<file path="src/rtl/dpa_voq_request_gen_pkg.sv">
// Shared constants, row/matrix types and the one-hot-or-zero helper for the DPA request path.
package dpa_pkg;

   localparam int N     = 4;
   localparam int DEPTH = 8;
   localparam int CW    = $clog2(DEPTH + 1);
   localparam int DW    = $clog2(N);

   typedef logic [N-1:0] row_t;
   typedef row_t mat_t [N];

   // True when at most one bit of the row is set.
   function automatic logic onehot0(input row_t x);
      return ((x & (x - row_t'(1))) == '0);
   endfunction

endpackage

</file>
<file path="src/rtl/dpa_voq_request_gen_if.sv">
// Ingress, arbiter and crossbar-side signals of the VOQ request generator, flattened per port.
interface dpa_voq_request_gen_if;
   import dpa_pkg::*;

   logic [N-1:0]    in_valid;
   logic [N*DW-1:0] in_dest;
   logic [N-1:0]    in_ready;
   logic [N*N-1:0]  request;
   logic [N*N-1:0]  grant;
   logic [N-1:0]    pri_diag;
   logic [N-1:0]    deq_valid;
   logic [N*DW-1:0] deq_dest;
   logic            err;

   modport master (
      output in_valid, in_dest, grant,
      input  in_ready, request, pri_diag, deq_valid, deq_dest, err
   );

   modport slave (
      input  in_valid, in_dest, grant,
      output in_ready, request, pri_diag, deq_valid, deq_dest, err
   );

endinterface

</file>
<file path="src/rtl/dpa_voq_request_gen_counter.sv">
// Occupancy counter of a single virtual output queue; inc and dec in the same cycle cancel.
module dpa_voq_counter
   import dpa_pkg::*;
(
   input  logic clk,
   input  logic rst,
   input  logic inc_i,
   input  logic dec_i,
   output logic full_o,
   output logic nonempty_o
);

   logic [CW-1:0] countQ, countD;

   // The caller only raises inc_i when not full and dec_i when non-empty, so no wrap guard is needed.
   always_comb begin
      countD = countQ;
      if (inc_i && !dec_i) begin
         countD = countQ + CW'(1);
      end else if (dec_i && !inc_i) begin
         countD = countQ - CW'(1);
      end
   end

   always_ff @(posedge clk) begin
      if (rst) begin
         countQ <= '0;
      end else begin
         countQ <= countD;
      end
   end

   assign full_o     = (countQ == CW'(DEPTH));
   assign nonempty_o = (countQ != '0);

endmodule

</file>
<file path="src/rtl/dpa_voq_request_gen.sv">
// VOQ request generator feeding the diagonal propagation arbiter.
// Define DPA_ROTATE_ON_GRANT_EN to advance pri_diag only in cycles with a legal grant.
module dpa_voq_request_gen
   import dpa_pkg::*;
(
   input logic                 clk,
   input logic                 rst,
   dpa_voq_request_gen_if.slave bus
);

   mat_t incM, fullM, nonemptyM, legalM, grantM, grantT;
   row_t rowOk, colOk, accept, inReady;
   logic anyIllegal, anyLegal, advance;

   logic [N-1:0]    deqValidQ, deqValidD;
   logic [N*DW-1:0] deqDestQ, deqDestD;
   row_t            priQ, priD;
   logic            errQ, errD;

   for (genvar gi = 0; gi < N; gi++) begin : gRow
      for (genvar gj = 0; gj < N; gj++) begin : gCol
         dpa_voq_counter uCnt (
            .clk        (clk),
            .rst        (rst),
            .inc_i      (incM[gi][gj]),
            .dec_i      (legalM[gi][gj]),
            .full_o     (fullM[gi][gj]),
            .nonempty_o (nonemptyM[gi][gj])
         );
      end
   end

   // Arrival acceptance looks only at stored occupancy, never at this cycle's grant.
   always_comb begin
      for (int i = 0; i < N; i++) begin
         inReady[i] = ~fullM[i][bus.in_dest[i*DW +: DW]];
         accept[i]  = bus.in_valid[i] & inReady[i];
         for (int j = 0; j < N; j++) begin
            incM[i][j] = accept[i] && (bus.in_dest[i*DW +: DW] == DW'(j));
         end
      end
   end

   // A grant survives only if its row and column are one-hot-or-zero and its VOQ holds a cell.
   always_comb begin
      for (int i = 0; i < N; i++) begin
         for (int j = 0; j < N; j++) begin
            grantM[i][j] = bus.grant[i*N + j];
            grantT[j][i] = bus.grant[i*N + j];
         end
      end
      for (int i = 0; i < N; i++) begin
         rowOk[i] = onehot0(grantM[i]);
         colOk[i] = onehot0(grantT[i]);
      end
      anyIllegal = 1'b0;
      anyLegal   = 1'b0;
      for (int i = 0; i < N; i++) begin
         for (int j = 0; j < N; j++) begin
            legalM[i][j] = grantM[i][j] & rowOk[i] & colOk[j] & nonemptyM[i][j];
            anyIllegal   = anyIllegal | (grantM[i][j] & ~legalM[i][j]);
            anyLegal     = anyLegal | legalM[i][j];
         end
      end
   end

   always_comb begin
      deqValidD = '0;
      deqDestD  = '0;
      for (int i = 0; i < N; i++) begin
         for (int j = 0; j < N; j++) begin
            if (legalM[i][j]) begin
               deqValidD[i]           = 1'b1;
               deqDestD[i*DW +: DW]   = DW'(j);
            end
         end
      end
      errD = errQ | anyIllegal;
   end

`ifdef DPA_ROTATE_ON_GRANT_EN
   assign advance = anyLegal;
`else
   assign advance = 1'b1;
`endif

   always_comb begin
      priD = priQ;
      if (advance) begin
         priD = {priQ[N-2:0], priQ[N-1]};
      end
   end

   always_ff @(posedge clk) begin
      if (rst) begin
         deqValidQ <= '0;
         deqDestQ  <= '0;
         priQ      <= row_t'(1);
         errQ      <= 1'b0;
      end else begin
         deqValidQ <= deqValidD;
         deqDestQ  <= deqDestD;
         priQ      <= priD;
         errQ      <= errD;
      end
   end

   // Requests come straight from the counters so the arbiter sees no combinational loop.
   always_comb begin
      for (int i = 0; i < N; i++) begin
         for (int j = 0; j < N; j++) begin
            bus.request[i*N + j] = nonemptyM[i][j];
         end
      end
   end

   assign bus.in_ready  = inReady;
   assign bus.pri_diag  = priQ;
   assign bus.deq_valid = deqValidQ;
   assign bus.deq_dest  = deqDestQ;
   assign bus.err       = errQ;

endmodule

</file>
<file path="src/flat_wrapper.sv">
// flat-port wrapper written by rule: the top's interface ports become plain ports
module dpa_voq_request_gen_flat import dpa_pkg::*;
  (clk, rst, bus_in_valid, bus_in_dest, bus_grant, bus_in_ready, bus_request, bus_pri_diag, bus_deq_valid, bus_deq_dest, bus_err);
  dpa_voq_request_gen_if bus_i ();
  input logic clk;
  input logic rst;
  input wire logic [$bits(bus_i.in_valid)-1:0] bus_in_valid;
  input wire logic [$bits(bus_i.in_dest)-1:0] bus_in_dest;
  input wire logic [$bits(bus_i.grant)-1:0] bus_grant;
  output wire logic [$bits(bus_i.in_ready)-1:0] bus_in_ready;
  output wire logic [$bits(bus_i.request)-1:0] bus_request;
  output wire logic [$bits(bus_i.pri_diag)-1:0] bus_pri_diag;
  output wire logic [$bits(bus_i.deq_valid)-1:0] bus_deq_valid;
  output wire logic [$bits(bus_i.deq_dest)-1:0] bus_deq_dest;
  output wire logic [$bits(bus_i.err)-1:0] bus_err;
  assign bus_i.in_valid = bus_in_valid;
  assign bus_i.in_dest = bus_in_dest;
  assign bus_i.grant = bus_grant;
  assign bus_in_ready = bus_i.in_ready;
  assign bus_request = bus_i.request;
  assign bus_pri_diag = bus_i.pri_diag;
  assign bus_deq_valid = bus_i.deq_valid;
  assign bus_deq_dest = bus_i.deq_dest;
  assign bus_err = bus_i.err;
  dpa_voq_request_gen u_core (.clk(clk), .rst(rst), .bus(bus_i));
endmodule
</file>
<file path="config.mk">
export PLATFORM = sky130hd
export DESIGN_NAME = dpa_voq_request_gen_flat
export DESIGN_NICKNAME = d
export VERILOG_FILES = /design/src/rtl/dpa_voq_request_gen_pkg.sv /design/src/rtl/dpa_voq_request_gen_if.sv /design/src/rtl/dpa_voq_request_gen_counter.sv /design/src/rtl/dpa_voq_request_gen.sv /design/src/flat_wrapper.sv
export SDC_FILE = /design/constraint.sdc
export NUM_CORES = 1
export LEC_CHECK = 0
export CAP_MARGIN = 5
export CORE_MARGIN = 3
export CORE_UTILIZATION = 42
export DETAILED_ROUTE_END_ITERATION = 8
export GPL_TIMING_DRIVEN = 0
export PLACE_DENSITY_LB_ADDON = 0.25
export SYNTH_ARGS = -nofsm -noshare
export SYNTH_HDL_FRONTEND = slang
export SYNTH_SLANG_ARGS = --single-unit
</file>
<file path="constraint.sdc">
create_clock -name clk -period 3.9 [get_ports clk]
set_input_delay 0.78 -clock clk [delete_from_list [all_inputs] [get_ports clk]]
set_output_delay 0.78 -clock clk [all_outputs]
set_load 0.01 [all_outputs]
</file>
Word level (Yosys, flattened, before mapping)
Index checks and enable logic that the tools add are counted.

storage, ports and cells
  flip-flop bits (word level) = 81
  input bits = 30
  output and inout bits = 37

operators by class
  $add $sub $neg = 40
  magnitude comparators = 4
  equal/unequal tests = 28
  muxes and demuxes = 68
  bitwise operators = 112
  reduce and logical (&&, ||, !) cells = 124

operators with widths
  cell                                                                           count
  4-bit 2-to-1 mux                                                               32
  4-bit by 1-bit subtractor with 4-bit output (second input constant)            24
  1-bit bitwise AND                                                              68
  4-bit by 1-bit adder with 4-bit output (second input constant)                 16
  4-bit equality test (second input constant)                                    16
  4-bit nonzero test                                                             16
  1-bit logical AND                                                              48
  4-bit bitwise AND                                                              8
  1-bit logical NOT                                                              32
  4-bit logical NOT                                                              8
  2-bit nonzero test                                                             16
  1-bit 2-to-1 mux                                                               24
  1-bit inverter                                                                 20
  2-bit equality test (second input constant)                                    8
  2-bit 2-to-1 mux                                                               8
  1-bit bitwise OR                                                               16
  2-bit by 3-bit less-than comparator with 1-bit output (second input constant)  4
  1-bit binary-select mux with 2-bit select                                      4
  2-bit by 1-bit equality test with 1-bit output (second input constant)         4
  2-bit logical NOT                                                              4

Depth between registers and ports, before layout
Gate-level depths: netlist (run 1).

  word-level depth = 24
  mapped depth = 13

Hierarchy
Synthesis (run 1) repeated with hierarchy kept, for this count alone.

second synthesis, totals
  cell total of the unflattened synthesis = 620
  area total of the unflattened synthesis = 5746.8 µm²

modules (own cells, without submodules)
  module               instances  cells an instance  area an instance (µm²)
  dpa_voq_counter      16         29                 282.8
  dpa_voq_request_gen  1          156                1222.4

Worst setup path before layout (run 1)
OpenSTA, ideal clock, no wires.

  path kind = input to register
  start point = input port bus_in_dest[2]
  end point = register u_core.gRow[1].gCol[1].uCnt.countQ[3]
  library setup time = 70 ps
  arrival = 3186 ps
  data required time = 3830 ps
  slack = 643 ps
  stages on the path = 13
  path through = nor2b_1 > a32o_1 > a211oi_1 > nand2_1 > nor3b_1 > ha_1 > inv_1 > ha_1 > a21o_1 > a21oi_1 > xnor2_1 > or3_1 > a21oi_1

between the ends
  longest elaborated chain between the ends = 8
  elaborated cells between the ends (all ways) = 11
  those cells by class = 1 x eq/ne; 3 x mux; 2 x bitwise; 5 x reduce/logical

RTL lines
  element                                        RTL line                           source
  from (decl)                                    flat_wrapper.sv:8                  input wire logic [$bits(bus_i.in_dest)-1:0] bus_in_dest;
  1-bit binary-select mux with 2-bit select (*)  dpa_voq_request_gen.sv:36          inReady[i] = ~fullM[i][bus.in_dest[i*DW +: DW]];
  1-bit 2-to-1 mux (not written as such) (*)     dpa_voq_request_gen.sv:36
  1-bit inverter (*)                             dpa_voq_request_gen.sv:36
  via bus_in_ready[1]                            flat_wrapper.sv:10                 output wire logic [$bits(bus_i.in_ready)-1:0] bus_in_ready;
  1-bit bitwise AND (*)                          dpa_voq_request_gen.sv:37          accept[i] = bus.in_valid[i] & inReady[i];
  1-bit logical AND (*)                          dpa_voq_request_gen.sv:39          incM[i][j] = accept[i] && (bus.in_dest[i*DW +: DW] == DW'(j));
  1-bit logical NOT                              dpa_voq_request_gen_counter.sv:20  end else if (dec_i && !inc_i) begin
  1-bit logical AND                              dpa_voq_request_gen_counter.sv:20
  2-bit nonzero test (no line)                   --
  to (signal assigned)                           dpa_voq_request_gen_counter.sv:29  countQ <= countD;
  to (decl)                                      dpa_voq_request_gen_counter.sv:13  logic [CW-1:0] countQ, countD;

The timed path passes the listed nets; every way through them passes the cells marked *. The select of a mux whose other input is x is not followed.
A chain may end at the register's enable or synchronous reset.

Worst setup path after layout (run 1)
  start point = input port bus_grant[10]
  end point = register u_core.gRow[3].gCol[2].uCnt.countQ[3]

between the ends
  longest elaborated chain between the ends = 8
  elaborated cells between the ends (all ways) = 10
  those cells by class = 1 x add/sub; 1 x mux; 3 x bitwise; 5 x reduce/logical

RTL lines
  element                                                        RTL line                           source
  from (decl)                                                    flat_wrapper.sv:9                  input wire logic [$bits(bus_i.grant)-1:0] bus_grant;
  4-bit by 1-bit subtractor with 4-bit output                    dpa_voq_request_gen_pkg.sv:14      return ((x & (x - row_t'(1))) == '0);
  4-bit bitwise AND (*)                                          dpa_voq_request_gen_pkg.sv:14
  4-bit logical NOT (*)                                          dpa_voq_request_gen_pkg.sv:14
  1-bit bitwise AND (*) (2 in a row)                             dpa_voq_request_gen.sv:60          legalM[i][j] = grantM[i][j] & rowOk[i] & colOk[j] & nonemptyM[i][j];
  1-bit logical NOT                                              dpa_voq_request_gen_counter.sv:18  if (inc_i && !dec_i) begin
  1-bit logical AND                                              dpa_voq_request_gen_counter.sv:18
  4-bit 2-to-1 mux / 2-bit nonzero test (equally long branches)  --
  to (signal assigned)                                           dpa_voq_request_gen_counter.sv:29
  to (decl)                                                      dpa_voq_request_gen_counter.sv:13

Mark *: on every way between the ends. The rest lies on a longest branch, timed or not.

==> results of run 1 <==
[worst reg2reg max path, stage by stage, from the launching register on]
cell	delay, ns
dfxtp_1	0.41
nor3_1	0.11
a32o_1	0.27
a211oi_1	0.31
nand2_1	0.17
nor3b_1	0.25
ha_1	0.22
inv_1	0.10
ha_1	0.30
a21o_1	0.17
a21oi_1	0.17
xnor2_1	0.09
or3_1	0.30
a21oi_1	0.14
[stage by stage]
stage | hold WS [ns] | cell area (um^2) | setup slack (ns) | power (W)
final | 0.444 | 6360 | 0.276 | 0.00236
after global routing | 0.470 | 6360 | 0.0893 | 0.00249
after CTS | 0.448 | 6350 | 0.238 | 0.00239
after detailed placement | 0.430 | 6070 | -0.106 | 0.00158
after global placement | 0.417 | 6070 | -0.0435 | 0.00155
after floorplan | 0.466 | 5290 | 0.643 | 0.00136
[final cells by class]
cell class / count / share of cell area (%)
Multi-Input combinational cell: 456 / 52.6
Buffer: 34 / 3.27
Sequential cell: 81 / 25.5
Tap cell: 168 / 3.31
Clock buffer: 13 / 4.09
Clock inverter: 3 / 0.236
Timing Repair Buffer: 57 / 9.01
Inverter: 34 / 2.01
[cell usage after synthesis (2+ instances only)]
cell	n
o41ai_2	2
nand3_1	6
clkbuf_1	12
and3b_1	2
a31oi_1	4
a21o_1	16
ha_1	48
nor2_1	76
nand2b_1	2
xor2_1	16
and2_1	3
dfxtp_1	81
nor3b_1	6
inv_1	34
or2_2	3
a32oi_1	2
or4_1	10
buf_4	16
nor2b_1	7
nor3_1	27
or3_1	17
a21oi_1	55
fa_1	16
o41ai_1	3
xnor2_1	32
nor4_2	2
o2111ai_1	3
mux2i_1	16
buf_2	4
o211a_1	2
or3_2	2
nand2_1	21
a211o_1	2
and3_1	2
buf_6	2
nand4_1	4
nor4_1	19
o21ai_0	17
[power groups by stage]
stage / Combinational (W) / Sequential (W) / Clock (W)
floorplan: 0.000422 / 0.000940 / 0
global placement: 0.000606 / 0.000948 / 0
detailed placement: 0.000625 / 0.000953 / 0
CTS: 0.000631 / 0.000934 / 0.000821
global route: 0.000700 / 0.000944 / 0.000849
finish: 0.000627 / 0.000935 / 0.000799
[kinds of logic (layout without fill, tap and decap cells)]
family                     Yosys count  in the layout  synth area share, %
xor gates and xnor gates            48             48                 7.94
and+or+nand+nor                    214            214                 20.9
muxes                               17             17                 3.45
buffers and inverters               68            141                 6.33
AOI/OAI and AO/OA                  112            112                 13.1
DFF                                 81             81                 30.6
adders and majority gates           65             65                 17.6
[sequential cells by signal, indices dropped and copies added, names as in the netlist]
name,flops
u_core.gRow.gCol.uCnt.countQ,64
u_core.bus.deq_dest,8
u_core.bus.deq_valid,4
u_core.bus.pri_diag,4
u_core.bus.err,1
[how the worst max path moves through the flow]
| stage | cells past startpoint | start | to | slack (ns) |
|---|---|---|---|---|
| final | 12 | bus_grant[10] | u_core.gRow[3].gCol[2].uCnt.countQ[3] | 0.28 |
| after global placement | 14 | bus_in_dest[2] | u_core.gRow[1].gCol[1].uCnt.countQ[3] | -0.04 |
| after CTS | 14 | bus_in_dest[2] | u_core.gRow[1].gCol[1].uCnt.countQ[3] | 0.24 |
| after floorplan | 13 | bus_in_dest[2] | u_core.gRow[1].gCol[1].uCnt.countQ[3] | 0.64 |
| after detailed placement | 14 | bus_in_dest[2] | u_core.gRow[1].gCol[1].uCnt.countQ[3] | -0.11 |
| after global routing | 12 | bus_grant[10] | u_core.gRow[3].gCol[2].uCnt.countQ[3] | 0.09 |
[per-layer routing]
metal	global-route usage [%]	vias up	routed length [um]	share of wire [%]
li1	-	2267	-	-
met1	24.7	2142	5960	47
met2	31.4	98	6070	47
met3	3.16	17	552	4.3
met4	6.96	0	237	1.8
met5	0	-	0	0
[cell usage in the layout (no fill, tap or decap), drive strengths merged, types with 22 or more instances in the layout]
cell and instances:
nor3 27, ha 48, inv 34, clkdlybuf4s50 56
xnor2 32, a21oi 55, nor2 76, clkbuf 25
dfxtp 81, buf 22
[timing repair]
| action | in CTS | in global routing |
|---|---|---|
| buffers inserted | 0 | 0 |
| setup endpoints to repair | 0 | 2 |
| resized for setup | 0 | 2 |
==> impl_metrics.ini, run 1 <==
[run_status]
status = completed

[drt]
routedWlPerCell_um = 15.2
post_drt_via_cell_ratio = 5.35
vias = 4524
drc = 0
drt_iter0_markers = 329
routed_wl_mm = 12.8
antenna_left = 0
drt_pass1_iterations = 4

[grt]
antenna_found_initial = 0
grtUsageTotal_pct = 18.9
grt_pass1_wl_mm = 21.7
grt_pass1_vias = 4511
grt_overflow = 0
grt_max_degree = 13

[pwr]
seqPwrFrac_pct = 39.6
sw_frac_of_total_pct = 29.5
p_comb_share_pct = 26.6
p_clk_share_pct = 33.8
power_density_nw_per_um2 = 371
power.switching_w = 0.000696
p_int_w = 0.00167
ir_drop_uv = 249
p_leak_nw = 2.66

[sta]
period_minus_slack_ns = 3.62
slew_viol_final = 0
layout_worst_path_cycle_share_pct = 92.9
tns_ns = 0
hold_viol = 0
skew_ns = 0.00406
slew_headroom_pct = 49.9
worst_pin_slew_ns = 0.745
rsz0062_at_grt = no
max_freq_ghz = 0.276
setup_viol = 0

[synth]
synthArstFlopShare_pct = 0
synth_warnings = 0
synth_area_um2 = 5290
ys_seq_area_share_pct = 30.6
synth_cell_types = 51
synth_area_leaders = dfxtp_1 (31%), ha_1 (11%), fa_1 (6.1%)
ys_seq_elements = 81
synth_top_area_share_pct = 30.6
synth_enable_flop_cells = 0
synth-main-ff-cell = dfxtp_1
syn_avg_cell_area_um2 = 8.75
syn_nets = 699
synthCells = 605
synth.largest_area_cell = dfxtp_1

[setup_path]
critPathMaxFanout = 8
r2r_slack_ns = 0.81
cp_slowest_cell = or4_1
crit_family = simple AND/OR/NAND/NOR gates
path_class = primary input to flip-flop
rr_worst_depth = 13
worstReg2RegStart = u_core.gRow[1].gCol[1].uCnt.countQ[0]
path_cells = clkdlybuf4s50_1, or4_1, nor4_2, nand2_1, ha_1, inv_1, ha_1, a21o_1, a21oi_1, xnor2_1, or3_1, a21oi_1
crit_arrival_ns = 3.89
critPathCaptureType = flip-flop
required_ns = 4.17
regToRegEndpoint = u_core.gRow[1].gCol[1].uCnt.countQ[3]
worst_path_largest_cell_delay_ns = 0.64
path_buf_inv = 2
cp-start-kind = primary input

[final_layout]
register_area_um2 = 1620
antenna_cells = 0
multiInputGateArea_um2 = 3340
fillCellCount = 1147
areaGrowthSynthToFinish_pct = 20.1
final-instance-count-excl-fill = 846
nets = 767
drive_gt1_share_pct = 6.93
finish.utilization_pct = 52.3

[clocking]
cts_sinks = 81
clockRootBuffer = clkbuf_16
cts_buffer_depth = 2
ctsHoldBuffers = 0
clk_latency_ns = 0.34
cts_tree = built
cts_buffers = 9
cts.htree.levels = 3
path_clk_slew_ns = 0.06

[flow_run]
cap_viol_max_count = 0

[worst_hold_path]
whs_path_depth = 1
hold_path_end = u_core.bus.pri_diag[0]
min_path_type = flip-flop to flip-flop
min_from = u_core.bus.pri_diag[3]

[placement]
dp_cells = 830
place.gp.congestion = 0.843
io_buffers = 57
hpwlAfterDp_mm = 9.94

[floorplan]
die_w_um = 118
core_um2 = 12200
die_h_um = 118
dieArea_um2 = 14000
boundaryPins = 67
initial_utilization_pct = 43.5
core.rowCount = 40
No activity file was read; power rests on OpenSTA's default activity.
==> run 2, diff against run 1 <==
SKIP_LAST_GASP = 1   (was not set)
==> results of run 2 <==
Final layout, timing and power as in run 1 (identical DEF).
==> run 3, diff against run 2 <==
CORE_MARGIN = 1.5   (was 3)
SLEW_MARGIN = 20   (was not set)
==> run 3 against run 2 <==
Effect of this change: power increased by 8.2%; design area up 0.94%; clock-buffer cell count down 4; first-iteration DRC count increased by 18%; setup slack got worse by 0.13 ns; register-to-register slack improved by 0.06 ns; clock skew increased by 0.0074 ns; fmax decreased by 3.4%; routed wire length is 1.1% higher; sequential power about the same; critical path type unchanged; largest power group is now the clock network.
==> impl_metrics.ini, run 3 (same netlist as run 1, synthesis figures left out) <==
[floorplan]
core_um2 = 12200
boundaryPins = 67
initial_utilization_pct = 43.5
die_h_um = 115
die_w_um = 115
core.rowCount = 40
dieArea_um2 = 13300

[worst_hold_path]
whs_path_depth = 1
min_path_type = flip-flop to flip-flop
hold_path_end = u_core.bus.pri_diag[0]
min_from = u_core.bus.pri_diag[3]

[setup_path]
crit_arrival_ns = 4.03
r2r_slack_ns = 0.87
cp_slowest_cell = or4_1
worst_path_largest_cell_delay_ns = 0.62
regToRegEndpoint = u_core.gRow[1].gCol[1].uCnt.countQ[3]
path_cells = clkdlybuf4s50_1, or4_1, nor4_1, nand2_1, ha_1, inv_1, ha_1, a21o_1, a21oi_1, xnor2_1, or3_1, a21oi_1
worstReg2RegStart = u_core.gRow[1].gCol[1].uCnt.countQ[0]
critPathMaxFanout = 8
path_class = primary input to flip-flop
rr_worst_depth = 13
cp-start-kind = primary input
critPathCaptureType = flip-flop
required_ns = 4.18

[pwr]
totalPowerFinal_w = 0.00255
sw_frac_of_total_pct = 28.4
p_leak_nw = 2.67
power.switching_w = 0.000726
ir_drop_uv = 240
p_int_w = 0.00183
p_comb_share_pct = 24.7
p_clk_share_pct = 38.7
seqPwrFrac_pct = 36.6
power_density_nw_per_um2 = 398

[clocking]
cts.htree.levels = 3
cts_buffers = 9
cts_tree = built
clk_latency_ns = 0.36
cts_sinks = 81
postCtsSetupBuffers = 0
cts_resized = 0
ctsHoldBuffers = 0
path_clk_slew_ns = 0.06
clockRootBuffer = clkbuf_16
cts_buffer_depth = 2

[grt]
antenna_found_initial = 0
grt_overflow = 0
grt_pass1_vias = 4468
grt_pass1_wl_mm = 21.5
grtUsageTotal_pct = 20.7
grt_max_degree = 15

[final_layout]
final_common_cell = dfxtp_1
largest_register_ffs = 64
drive_gt1_share_pct = 7.08
antenna_cells = 0
fillCellCount = 1130
regMostFlops = u_core.gRow.gCol.uCnt.countQ
design_area_um2 = 6420
final_cell_mix = dfxtp_1 (81), nor2_1 (76), clkdlybuf4s50_1 (57)
finish.utilization_pct = 52.8
final-instance-count-excl-fill = 846
nets = 767
areaGrowthSynthToFinish_pct = 21.2

[placement]
io_buffers = 57
place.gp.congestion = 0.866
preCtsSetupSlack_ns = -0.141
post_dp_cell_area_um2 = 6070
hpwlAfterDp_mm = 9.88
dp_cells = 830

[sta]
skew_ns = 0.0114
max_freq_ghz = 0.267
fin_ws_ns = 0.150
setup_viol = 0
rsz0062_at_grt = no
slew_headroom_pct = 50.2
slew_viol_final = 0
period_minus_slack_ns = 3.75
layout_worst_path_cycle_share_pct = 96.2
worst_pin_slew_ns = 0.741
hold_viol = 0

[drt]
post_drt_via_cell_ratio = 5.48
routedWlPerCell_um = 15.3
vias = 4636
routed_wl_mm = 13.0
antenna_left = 0
drc = 0
drt_pass1_iterations = 5
drt_iter0_markers = 388

[flow_run]
cap_viol_max_count = 0

[run_status]
status = completed
run 3: cell types whose count changed in the layout (fill, tap and decap cells not counted), sizes merged:
cell	change
bufinv	+3
clkbuf	-4
clkdlybuf4s50	+1
clkinv	-1
clkinvlp	+2
dlymetal6s2s	-1
run 3: metrics by stage:
| step | TNS (ns) | hold slack, ns |
|---|---|---|
| 2_1_floorplan | 0 | 0.466 |
| 3_3_place_gp | -0.0479 | 0.419 |
| 3_5_place_dp | -0.222 | 0.429 |
| 4_1_cts | 0 | 0.445 |
| 5_1_grt | 0 | 0.461 |
| 6_report | 0 | 0.441 |
run 3: power groups by stage:
stage	clock, W	combinational (W)	sequential (W)
final	0.000989	0.000631	0.000934
after global routing	0.00105	0.000700	0.000943
after CTS	0.00101	0.000632	0.000933
after detailed placement	0	0.000626	0.000951
after global placement	0	0.000605	0.000948
after floorplan	0	0.000422	0.000940
run 3: critical path: cells and delay by family:
| kind | cells | cell delay, ns |
|---|---|---|
| adders and majority gates | 2 | 0.50 |
| AOI/OAI and AO/OA | 3 | 0.55 |
| xor gates and xnor gates | 1 | 0.11 |
| buffers and inverters | 2 | 0.72 |
| and+or+nand+nor | 4 | 1.35 |
run 3: worst max path at each step:
stage / start / endpoint / slack, ns
3_5_place_dp: bus_grant[10] / u_core.gRow[3].gCol[2].uCnt.countQ[3] / -0.14
6_report: bus_grant[10] / u_core.gRow[3].gCol[2].uCnt.countQ[3] / 0.15
2_1_floorplan: bus_in_dest[2] / u_core.gRow[1].gCol[1].uCnt.countQ[3] / 0.64
4_1_cts: bus_grant[10] / u_core.gRow[3].gCol[2].uCnt.countQ[3] / 0.21
3_3_place_gp: bus_in_dest[2] / u_core.gRow[1].gCol[1].uCnt.countQ[3] / -0.03
5_1_grt: bus_grant[10] / u_core.gRow[2].gCol[3].uCnt.countQ[3] / 0.007
run 3: final cells by class:
| type | instances | area, um^2 | area share (%) |
|---|---|---|---|
| Multi-Input combinational cell | 456 | 3340 | 52.0 |
| Sequential cell | 81 | 1620 | 25.3 |
| Timing Repair Buffer | 57 | 571 | 8.89 |
| Clock buffer | 9 | 225 | 3.51 |
| Tap cell | 168 | 210 | 3.27 |
| Buffer | 34 | 208 | 3.24 |
| Inverter | 34 | 128 | 1.99 |
| Clock inverter | 7 | 119 | 1.85 |
run 3: per-layer routing:
layer / wire (um) / share of wire, % / vias up / global-route usage (%)
li1: - / - / 2282 / -
met1: 5960 / 46 / 2197 / 27.0
met2: 6100 / 47 / 132 / 33.8
met3: 611 / 4.7 / 25 / 3.85
met4: 295 / 2.3 / 0 / 8.56
met5: 0 / 0 / - / 0
